$ cat src/rtl/arp_arb_pkg.sv
// rtl/arp_arb_pkg.sv - shared types and widths for the ARP lookup arbiter
package arp_arb_pkg;
  localparam int IP_W  = 32;
  localparam int MAC_W = 48;
  localparam int CNT_W = 16;

  typedef enum logic [1:0] {ARB_IDLE, ARB_REQ, ARB_WAIT_RESP, ARB_RESP} arb_state_t;
endpackage

$ cat src/rtl/rr_picker.sv
// rtl/rr_picker.sv - combinational round-robin pick of the first active request at or after ptr
module rr_picker #(
  parameter int NUM_PORTS = 4
) (
  input  logic [NUM_PORTS-1:0]         req,
  input  logic [$clog2(NUM_PORTS)-1:0] ptr,
  output logic                         valid,
  output logic [$clog2(NUM_PORTS)-1:0] idx
);
  localparam int PW = $clog2(NUM_PORTS);

  // Walk the ring backwards so the last hit written is the one nearest ptr.
  always_comb begin
    int j;
    logic [PW-1:0] cand;
    valid = 1'b0;
    idx   = '0;
    j     = 0;
    cand  = '0;
    for (int i = NUM_PORTS - 1; i >= 0; i--) begin
      j = int'(ptr) + i;
      if (j >= NUM_PORTS) j = j - NUM_PORTS;
      cand = PW'(j);
      if (req[cand]) begin
        valid = 1'b1;
        idx   = cand;
      end
    end
  end
endmodule

$ cat src/rtl/arp_req_arbiter.sv
// rtl/arp_req_arbiter.sv - round-robin sharing of the ARP lookup port; optional watchdog under ARB_TIMEOUT_EN
module arp_req_arbiter
  import arp_arb_pkg::*;
#(
  parameter int NUM_PORTS      = 4,
  parameter int TIMEOUT_CYCLES = 4096
) (
  input  logic                         clk,
  input  logic                         rst,
  input  logic [NUM_PORTS-1:0]         s_req_valid,
  output logic [NUM_PORTS-1:0]         s_req_ready,
  input  logic [NUM_PORTS*IP_W-1:0]    s_req_ip,
  output logic [NUM_PORTS-1:0]         s_resp_valid,
  input  logic [NUM_PORTS-1:0]         s_resp_ready,
  output logic                         s_resp_error,
  output logic [MAC_W-1:0]             s_resp_mac,
  output logic                         arp_request_valid,
  input  logic                         arp_request_ready,
  output logic [IP_W-1:0]              arp_request_ip,
  input  logic                         arp_response_valid,
  output logic                         arp_response_ready,
  input  logic                         arp_response_error,
  input  logic [MAC_W-1:0]             arp_response_mac,
  output logic                         busy,
  output logic [$clog2(NUM_PORTS)-1:0] grant_id,
  output logic [CNT_W-1:0]             stale_drop_cnt
);
  localparam int PW = $clog2(NUM_PORTS);

  arb_state_t    state, state_n;
  logic [PW-1:0] rr_ptr;
  logic          pick_valid;
  logic [PW-1:0] pick_idx;
  logic          timeout_hit;
  logic          stale;

  rr_picker #(.NUM_PORTS(NUM_PORTS)) u_picker (
    .req   (s_req_valid),
    .ptr   (rr_ptr),
    .valid (pick_valid),
    .idx   (pick_idx)
  );

`ifdef ARB_TIMEOUT_EN
  logic [CNT_W-1:0] to_cnt;

  // Held at zero outside WAIT_RESP, so every wait starts counting from zero.
  always_ff @(posedge clk or posedge rst) begin
    if (rst)                         to_cnt <= '0;
    else if (state != ARB_WAIT_RESP) to_cnt <= '0;
    else                             to_cnt <= to_cnt + CNT_W'(1);
  end

  assign timeout_hit = (state == ARB_WAIT_RESP) && (to_cnt == CNT_W'(TIMEOUT_CYCLES - 1));
`else
  logic unused_timeout_cfg;
  assign unused_timeout_cfg = (TIMEOUT_CYCLES != 0);
  assign timeout_hit        = 1'b0;
`endif

  // Handshake outputs are forced low while rst is held.
  always_comb begin
    state_n            = state;
    s_req_ready        = '0;
    s_resp_valid       = '0;
    arp_request_valid  = 1'b0;
    arp_response_ready = 1'b0;
    if (!rst) begin
      case (state)
        ARB_IDLE: begin
          arp_response_ready = 1'b1;
          if (pick_valid) begin
            s_req_ready[pick_idx] = 1'b1;
            state_n = ARB_REQ;
          end
        end
        ARB_REQ: begin
          arp_request_valid  = 1'b1;
          arp_response_ready = 1'b1;
          if (arp_request_ready) state_n = ARB_WAIT_RESP;
        end
        ARB_WAIT_RESP: begin
          arp_response_ready = 1'b1;
          if (arp_response_valid || timeout_hit) state_n = ARB_RESP;
        end
        ARB_RESP: begin
          s_resp_valid[grant_id] = 1'b1;
          if (s_resp_ready[grant_id]) state_n = ARB_IDLE;
        end
        default: state_n = ARB_IDLE;
      endcase
    end
  end

  assign stale = arp_response_valid && arp_response_ready &&
                 (state == ARB_IDLE || state == ARB_REQ);
  assign busy  = (state != ARB_IDLE);

  always_ff @(posedge clk or posedge rst) begin
    if (rst) begin
      state          <= ARB_IDLE;
      rr_ptr         <= '0;
      grant_id       <= '0;
      arp_request_ip <= '0;
      s_resp_mac     <= '0;
      s_resp_error   <= 1'b0;
      stale_drop_cnt <= '0;
    end else begin
      state <= state_n;
      if (stale && stale_drop_cnt != '1) stale_drop_cnt <= stale_drop_cnt + CNT_W'(1);
      case (state)
        ARB_IDLE: if (pick_valid) begin
          grant_id       <= pick_idx;
          arp_request_ip <= s_req_ip[int'(pick_idx)*IP_W +: IP_W];
        end
        ARB_WAIT_RESP: begin
          if (arp_response_valid) begin
            s_resp_mac   <= arp_response_mac;
            s_resp_error <= arp_response_error;
          end else if (timeout_hit) begin
            s_resp_mac   <= '0;
            s_resp_error <= 1'b1;
          end
        end
        ARB_RESP: if (s_resp_ready[grant_id]) begin
          rr_ptr <= (grant_id == PW'(NUM_PORTS - 1)) ? '0 : grant_id + PW'(1);
        end
        default: ;
      endcase
    end
  end
endmodule

$ cat config.mk
export PLATFORM = sky130hd
export DESIGN_NAME = arp_req_arbiter
export DESIGN_NICKNAME = d
export VERILOG_FILES = /design/src/rtl/arp_arb_pkg.sv /design/src/rtl/rr_picker.sv /design/src/rtl/arp_req_arbiter.sv
export SDC_FILE = /design/constraint.sdc
export NUM_CORES = 1
export LEC_CHECK = 0
export CORE_UTILIZATION = 39
export DETAILED_ROUTE_END_ITERATION = 7
export PLACE_DENSITY_LB_ADDON = 0.25
export SLEW_MARGIN = 20
export SYNTH_ARGS = -nofsm -noshare
export SYNTH_HDL_FRONTEND = slang
export SYNTH_HIERARCHICAL = 1
export SYNTH_SLANG_ARGS = --single-unit
$ cat constraint.sdc
create_clock -name clk -period 4.77 [get_ports clk]
set_clock_uncertainty 0.2 [all_clocks]
set_input_delay 0.477 -clock clk [delete_from_list [all_inputs] [get_ports clk]]
set_output_delay 0.477 -clock clk [all_outputs]
set_load 0.02 [all_outputs]
* After elaboration in Yosys (flattened, before gate mapping) *
Index checks and enable logic that the tools add are counted.

storage, ports and cells
  register bits = 103
  latch bits = 0
  memory bits (writable) = 0
  memory bits (read-only) = 0
  input port bits = 189
  output and inout bits = 110
  logic and storage cells = 93
  memories = 0

cells by class
  $add $sub $neg = 9
  $mul = 0
  div/mod/pow operators = 0
  order comparisons = 12
  equal/unequal tests = 9
  shift operators = 1
  muxes and demuxes = 41
  bitwise operators = 1
  reduce and logical (&&, ||, !) cells = 13

operator list
  kind                                                                                 number
  128-bit by 8-bit indexed part select with 32-bit output                              1
  2-bit 2-to-1 mux                                                                     13
  4-bit 2-to-1 mux                                                                     5
  2-bit by 3-bit < comparator with 1-bit output, second input constant                 6
  16-bit by 1-bit adder with 16-bit output, second input constant                      1
  16-bit != test, second input constant                                                1
  1-bit 2-to-1 mux                                                                     15
  1-bit binary-select mux with 2-bit select                                            5
  3-bit greater-or-equal comparator, second input constant                             3
  2-bit != test, second input constant                                                 4
  2-bit case mux with 4 select lines                                                   1
  2-bit by 1-bit subtractor with 2-bit output, second input constant                   4
  2-bit by 2-bit adder with 3-bit output, second input constant                        2
  2-bit equality test, second input constant                                           3
  2-bit AND reduction                                                                  3
  1-bit logical AND                                                                    5
  5-bit AND reduction                                                                  1
  1-bit demux with 2-bit select                                                        2
  2-bit by 1-bit greater-or-equal comparator with 1-bit output, second input constant  2
  2-bit by 1-bit adder with 3-bit output, second input constant                        1
  2-bit by 3-bit greater-or-equal comparator with 1-bit output, second input constant  1
  3-bit OR reduction                                                                   1
  2-bit by 1-bit adder with 2-bit output, second input constant                        1
  2-bit by 1-bit equality test with 1-bit output, second input constant                1
  4 further kinds                                                                      4

* Logic depth before layout (Yosys ltp) *
Gate-level depths: netlist of run 1.

  depth in word-level cells = 16
  depth in mapped cells = 7
  mapped depth without buffers = 6

* By module *
The synthesis of run 1 kept the hierarchy.

modules (own cells, without submodules)
  module           times used  cells each  area each (um^2)  sequential area each (um^2)
  arp_req_arbiter  1           333         5099.9            2577.5
  rr_picker        1           13          77.6              0.0

* Least setup slack after synthesis of run 1 *
OpenSTA, ideal clock, no wires.

  path type = input -> output
  from = input rst
  to = output s_resp_valid[0]
  data arrival time = 3215 ps
  data required time = 4093 ps
  setup slack = 878 ps
  stages on the path = 2
  buffers on the path = 0
  cells stage by stage = inv_1 -> and3_1

on the way
  word-level cells in the longest chain between the ends = 1

RTL lines
  item                RTL line               source
  start: declaration  arp_req_arbiter.sv:9   input logic rst,
  4-bit 2-to-1 mux    arp_req_arbiter.sv:68  if (!rst) begin
  end: declaration    arp_req_arbiter.sv:13  output logic [NUM_PORTS-1:0] s_resp_valid,

No other way between the ends.

* Final worst setup path of run 1 *
  from = input s_req_valid[3]
  to = output s_req_ready[3]

on the way
  word-level cells in the longest chain between the ends = 13
  elaborated cells on any way between the ends = 24
  those cells by class = order compare (2); mux (21); reduce/logical (1)

RTL lines
  item                                                                                                                                                 RTL line               source
  start: declaration                                                                                                                                   arp_req_arbiter.sv:10  input logic [NUM_PORTS-1:0] s_req_valid,
  1-bit binary-select mux with 2-bit select                                                                                                            rr_picker.sv:24        if (req[cand]) begin
  1-bit 2-to-1 mux (implied by the code)                                                                                                               rr_picker.sv:24
  2-bit 2-to-1 mux (3 in a row)                                                                                                                        rr_picker.sv:24
  2-bit 2-to-1 mux *                                                                                                                                   rr_picker.sv:24
  named net pick_idx[0]                                                                                                                                arp_req_arbiter.sv:33  logic [PW-1:0] pick_idx;
  2-bit by 3-bit < comparator with 1-bit output (implied by the code) or 2-bit by 1-bit greater-or-equal comparator with 1-bit output (tied branches)  arp_req_arbiter.sv:73  s_req_ready[pick_idx] = 1'b1;
  1-bit logical AND (implied by the code)                                                                                                              arp_req_arbiter.sv:73
  1-bit 2-to-1 mux (implied by the code)                                                                                                               arp_req_arbiter.sv:73
  1-bit demux with 2-bit select *                                                                                                                      arp_req_arbiter.sv:73
  4-bit 2-to-1 mux *                                                                                                                                   arp_req_arbiter.sv:72  if (pick_valid) begin
  4-bit 2-to-1 mux *                                                                                                                                   arp_req_arbiter.sv:69  case (state)
  4-bit 2-to-1 mux *                                                                                                                                   arp_req_arbiter.sv:68
  end: declaration                                                                                                                                     arp_req_arbiter.sv:11  output logic [NUM_PORTS-1:0] s_req_ready,

Mark *: on every way through the listed nets, which the timed path passes. The rest lies on a longest branch. The select of a mux whose other input is x is not followed.

==> flow_metrics.env, run 1 <==
export IMPL_status="completed"
export IMPL_cts_sinks=103
export IMPL_hold_depth=1
export IMPL_hold_viol_final=0
export IMPL_syn_num_nets=544
export IMPL_cts_tree="yes"
export IMPL_max_slew_margin_pct=50.75
export IMPL_slew_viol_final=0
export IMPL_r2r_cells=6
export IMPL_avgSynthCellArea_um2=14.96
export IMPL_cts_inserted_buffers=9
export IMPL_ctsHoldBuffers=0
export IMPL_ios=299
export IMPL_diodes=0
export IMPL_grt_pass1_vias=4396
export IMPL_drc=0
export IMPL_fin_nets=844
export IMPL_synth_cells=346
export IMPL_rrSetupSlack_ps=1960
export IMPL_min_to="s_resp_mac[40]"
export IMPL_core_mm2=0.01277
export IMPL_gp_congestion=0.8340
export IMPL_cts_path_max_buffers=2
export IMPL_grt_pass1_wl_um=22200
export IMPL_path_max_fanout=7
export IMPL_area_delta_synth_final_pct=66.84
export IMPL_async_flop_share_pct=100.0
export IMPL_synth_cell_type_count=43
export IMPL_synth_ff_type="dfrtp_1"
export IMPL_start_util_pct=40.53
export IMPL_overflow=0
export IMPL_drt_wl_total_um=14710
export IMPL_tns_ps=0
export IMPL_synthTopCellsByCount="dfrtp_1 (103), mux2_2 (86), mux4_2 (33)"
export IMPL_first_pass_iters=4
export IMPL_r2r_end="arp_request_ip[24]"
export IMPL_synth_area_leader_cell="dfrtp_1"
export IMPL_vias_per_cell=5.011
export IMPL_wire_per_inst_um=17.89
export IMPL_cp_required_ps=4090
export IMPL_cp_start_kind="input port"
export IMPL_setup_ws_ps=1351
export IMPL_fmax_mhz=292.5
export IMPL_ys_top_cells_by_area="dfrtp_1 (50%), mux2_2 (19%), mux4_2 (14%), ha_1 (2.2%), xnor2_1 (1.2%)"
export IMPL_drt_first_iter_violations=156
export IMPL_hold_path_class="flip-flop to flip-flop"
export IMPL_htreeDepth=3
export IMPL_clk_pin_slew_worst_paths_ps=60
export IMPL_synth_edf_count=0
export IMPL_drive_gt1_share_pct=23.85
export IMPL_rsz0062_at_grt="no"
export IMPL_synth_top_cell_area_share_pct=49.78
export IMPL_yosys_cell_count_top_type="dfrtp_1"
export IMPL_drv_cap=0
export IMPL_die_h_um=117.2
export IMPL_dieArea_mm2=0.01374
export IMPL_worstPathArrival_ps=2740
export IMPL_yosys_warnings=6
export IMPL_timing_final_crit_period_ps=3419
export IMPL_r2r_start="rr_ptr[1]"
export IMPL_setup_viol=0
export IMPL_clockRootBuffer="clkbuf_16"
export IMPL_powerDensity_mw_per_mm2=574.7
export IMPL_insertion_delay_ps=340
export IMPL_peakVddDrop_uv=234.8
export IMPL_hpwlAfterDp_um=11820
export IMPL_drtAntennaViolNets=0
export IMPL_finalCritPeriodShare_pct=71.68
export IMPL_ctsResizeCount=0
export IMPL_portBuffers=298
export IMPL_grtUsageTotal_pct=21.76
export IMPL_num_rows=41
export IMPL_syn_area_mm2=0.005177
export IMPL_die_x_um=117.2
export IMPL_worst_hold_startpoint="s_resp_mac[40]"
export IMPL_synth_seq_area_share_pct=49.78
export IMPL_ys_ff_latch=103
export IMPL_critPathKind="input port to output port"
export IMPL_post_cts_setup_buffer_count=0
export IMPL_leakage_nw=3.524
export IMPL_vias=4119
export IMPL_pre_cts_slack_ps=1288
export IMPL_worst_slew_pin_slew_ps=738.8
export IMPL_endpoint_kind="output port"
export IMPL_antenna_found_initial=0
export IMPL_grt_max_degree=82
registers in the layout, indices dropped and copies added (netlist names):
register        cells
s_resp_mac         48
arp_request_ip     32
stale_drop_cnt     16
grant_id            2
rr_ptr              2
state               2
s_resp_error        1
area by class of cell:
class	instances	area [um^2]
timing repair buffer	305	3039
clock buffer	10	239.0
sequential	103	2577
inverter	8	32.53
clock inverter	5	57.56
fill	923	4135
multi-input combinational	219	2477
tap	172	215.2
per-stage QoR:
| step | utilization, % | area (um^2) | hold WS (ps) | power, mW | std cells |
|---|---|---|---|---|---|
| 2_1_floorplan | - | 5177 | 303.0 | 3.075 | 346 |
| 3_5_place_dp | 65.24 | 8333 | 291.7 | 4.292 | 807 |
| 5_1_grt | 67.63 | 8638 | 320.6 | 5.266 | 822 |
| 3_3_place_gp | 65.24 | 8333 | 286.1 | 4.223 | 807 |
| 4_1_cts | 67.56 | 8630 | 307.1 | 5.037 | 822 |
| 6_report | 67.63 | 8638 | 303.4 | 4.964 | 822 |
cell families after synthesis:
family / after synthesis / synth area share [%]
compound gates: 16 / 2.272
xor+xnor: 12 / 2.030
mux: 122 / 33.74
buf+inv: 24 / 2.852
simple gates: 60 / 7.153
fa+ha+maj: 9 / 2.175
flops: 103 / 49.78
placed cells by master, fill, tap and decap left out, drive strengths merged, types with 4 or more instances in the layout:
| cell | n |
|---|---|
| a21oi | 5 |
| and2 | 5 |
| and3 | 8 |
| and4 | 4 |
| buf | 7 |
| clkbuf | 10 |
| clkdlybuf4s50 | 298 |
| dfrtp | 103 |
| ha | 9 |
| inv | 9 |
| mux2 | 87 |
| mux4 | 33 |
| nand2 | 11 |
| nand4 | 7 |
| nor2 | 10 |
| nor3b | 4 |
| xnor2 | 7 |
| xor2 | 5 |
routing by layer:
layer	vias up	GRT usage [%]	wire, um
met5	-	0	0
met4	0	9.451	406
met3	23	7.261	1475
met2	205	41.06	7833
met1	1995	21.57	4991
li1	1896	-	-
worst max-delay path, cell delays in order:
cell             delay, ps
clkdlybuf4s50_1        530
mux2i_1                130
a211oi_4               550
buf_4                  260
and3_1                 180
clkdlybuf4s50_1        610
power breakdown:
part / internal (mW) / switching (mW) / total, mW
logic: 1.51 / 1.21 / 2.72
registers: 1.28 / 0.242 / 1.52
clock network: 0.419 / 0.306 / 0.725
how the worst max path moves through the flow:
| stage | to | slack [ps] | from | cells past startpoint |
|---|---|---|---|---|
| floorplan | s_resp_valid[0] | 880 | rst | 2 |
| global placement | s_req_ready[1] | 1360 | s_req_valid[3] | 7 |
| global route | s_req_ready[3] | 1210 | s_req_valid[3] | 6 |
| detailed placement | s_req_ready[3] | 1290 | s_req_valid[3] | 6 |
| CTS | s_req_ready[3] | 1280 | s_req_valid[3] | 6 |
| finish | s_req_ready[3] | 1350 | s_req_valid[3] | 6 |
Note: power is estimated with default switching activity, not from simulation.
==> run 2: changes to the inputs <==
Settings changed: CORE_UTILIZATION 39 to 35.
Clock period 4.77 ns to 2.8 ns, I/O delays scaled along.
==> flow_metrics.env, run 2 (synthesis gave the netlist of run 1 again) <==
export IMPL_status="completed"
export IMPL_final_cell_mix="clkdlybuf4s50_1 (296), dfrtp_1 (102), mux2_2 (86)"
export IMPL_r2r_cells=6
export IMPL_critPathKind="flip-flop to output port"
export IMPL_diodes=0
export IMPL_cts_inserted_buffers=9
export IMPL_multiInputGateArea_mm2=0.002476
export IMPL_ios=299
export IMPL_grtUsageTotal_pct=19.84
export IMPL_worst_slew_pin_slew_ps=706.2
export IMPL_drive_gt1_share_pct=24.50
export IMPL_overflow=0
export IMPL_leakage_nw=3.565
export IMPL_grt_pass1_wl_um=22460
export IMPL_reg_largest_list="s_resp_mac: 48 flops, arp_request_ip: 32 flops, stale_drop_cnt: 16 flops"
export IMPL_grt_busiest_layer="met2"
export IMPL_fin_nets=846
export IMPL_hpwlAfterDp_um=11900
export IMPL_fmax_mhz=378.4
export IMPL_use_met1_pct=20.86
export IMPL_tns_ps=0
export IMPL_max_slew_margin_pct=52.92
export IMPL_use_met3_pct=6.593
export IMPL_drc=0
export IMPL_peakVddDrop_uv=532.5
export IMPL_hold_viol_final=0
export IMPL_die_x_um=123.6
export IMPL_fin_util_pct=60.14
export IMPL_htreeDepth=3
export IMPL_place_area_mm2=0.008381
export IMPL_start_util_pct=35.76
export IMPL_powerDensity_mw_per_mm2=978.5
export IMPL_first_pass_iters=4
export IMPL_num_rows=44
export IMPL_final_cells=837
export IMPL_r2r_end="arp_request_ip[13]"
export IMPL_grt_pass1_vias=4385
export IMPL_drt_wl_total_um=15100
export IMPL_rrSetupSlack_ps=410
export IMPL_dieArea_mm2=0.01528
export IMPL_largest_reg_flops=48
export IMPL_drtAntennaViolNets=0
export IMPL_slew_viol_final=0
export IMPL_gp_congestion=0.8043
export IMPL_worstPathArrival_ps=2160
export IMPL_cts_tree="yes"
export IMPL_portBuffers=298
export IMPL_clockRootBuffer="clkbuf_16"
export IMPL_path_max_fanout=6
export IMPL_rsz0062_at_grt="no"
export IMPL_hold_path_class="input port to async pin"
export IMPL_area_delta_synth_final_pct=68.17
export IMPL_final_common_cell="clkdlybuf4s50_1"
export IMPL_timing_final_crit_period_ps=2643
export IMPL_cts_sinks=103
export IMPL_vias=4194
export IMPL_antenna_found_initial=0
export IMPL_endpoint_kind="output port"
export IMPL_clk_pin_slew_worst_paths_ps=70
export IMPL_setup_viol=0
export IMPL_cts_path_max_buffers=2
export IMPL_seqCellArea_mm2=0.002579
export IMPL_grtUsageMet2_pct=35.45
export IMPL_r2r_start="rr_ptr[1]"
export IMPL_cp_start_kind="flip-flop"
export IMPL_total_power_mw=8.519
export IMPL_drt_first_iter_violations=178
export IMPL_finalCritPeriodShare_pct=94.38
export IMPL_die_h_um=123.6
export IMPL_drv_cap=0
export IMPL_vias_per_cell=5.011
export IMPL_cp_required_ps=2320
export IMPL_n_fill_cell=1160
export IMPL_insertion_delay_ps=340
export IMPL_wire_per_inst_um=18.04
export IMPL_largest_register="s_resp_mac"
export IMPL_core_mm2=0.01448
export IMPL_dp_cells=820
export IMPL_ctsHoldBuffers=0
export IMPL_grt_max_degree=56
export IMPL_final_area_mm2=0.008707
## run 2: cell types whose count changed in the layout (fill, tap and decap cells not counted), sizes merged
cell           delta
buf               +2
dlymetal6s2s      +2
clkinvlp          +2
clkdlybuf4s50     -2
inv               -1
## run 2: worst max path at each step
stage	start	to	slack (ps)	cells after the start
5_1_grt	state[0]	s_req_ready[3]	20	6
3_5_place_dp	s_req_valid[3]	s_req_ready[0]	-2	6
6_report	rr_ptr[1]	s_req_ready[3]	160	5
2_1_floorplan	rst	s_resp_valid[3]	-40	2
4_1_cts	rr_ptr[1]	s_req_ready[1]	10	6
3_3_place_gp	s_req_valid[3]	s_req_ready[0]	30	6
## run 2: power breakdown
part / switching [mW] / total, mW / internal (mW)
registers: 0.410 / 2.59 / 2.18
clock network: 0.561 / 1.28 / 0.723
logic: 2.05 / 4.65 / 2.60
total: 3.02 / 8.52 / 5.50
## run 2: cell type report
type | count | share of cell area, %
timing repair buffer | 307 | 35.38
clock inverter | 6 | 0.7903
sequential | 103 | 29.62
clock buffer | 10 | 2.745
tap | 184 | 2.644
multi-input combinational | 219 | 28.44
inverter | 8 | 0.3880
## run 2: metrics by stage
stage          setup slack (ps)  hold slack [ps]
2_1_floorplan            -42.12            230.6
4_1_cts                   10.07            213.0
3_5_place_dp             -1.673            283.5
3_3_place_gp              27.24            276.1
5_1_grt                   19.51            245.2
6_report                  157.3            217.0
## run 2: routing by layer
layer,part of all wire [%],wire length [um]
met5,0,0
met4,2.9,442
met3,9.6,1445
met2,52,7830
met1,36,5383
## run 2: what timing repair did
action / CTS / global route
resized for setup: 1 / 3
buffers inserted: 0 / 1
setup endpoints to repair: 1 / 3
pin swaps: 0 / 1
## run 2: worst max-delay path: stages (launching register included)
cell	delay, ps
dfrtp_2	450
mux2i_1	160
a211oi_4	260
buf_4	200
and3_1	150
clkdlybuf4s50_1	600
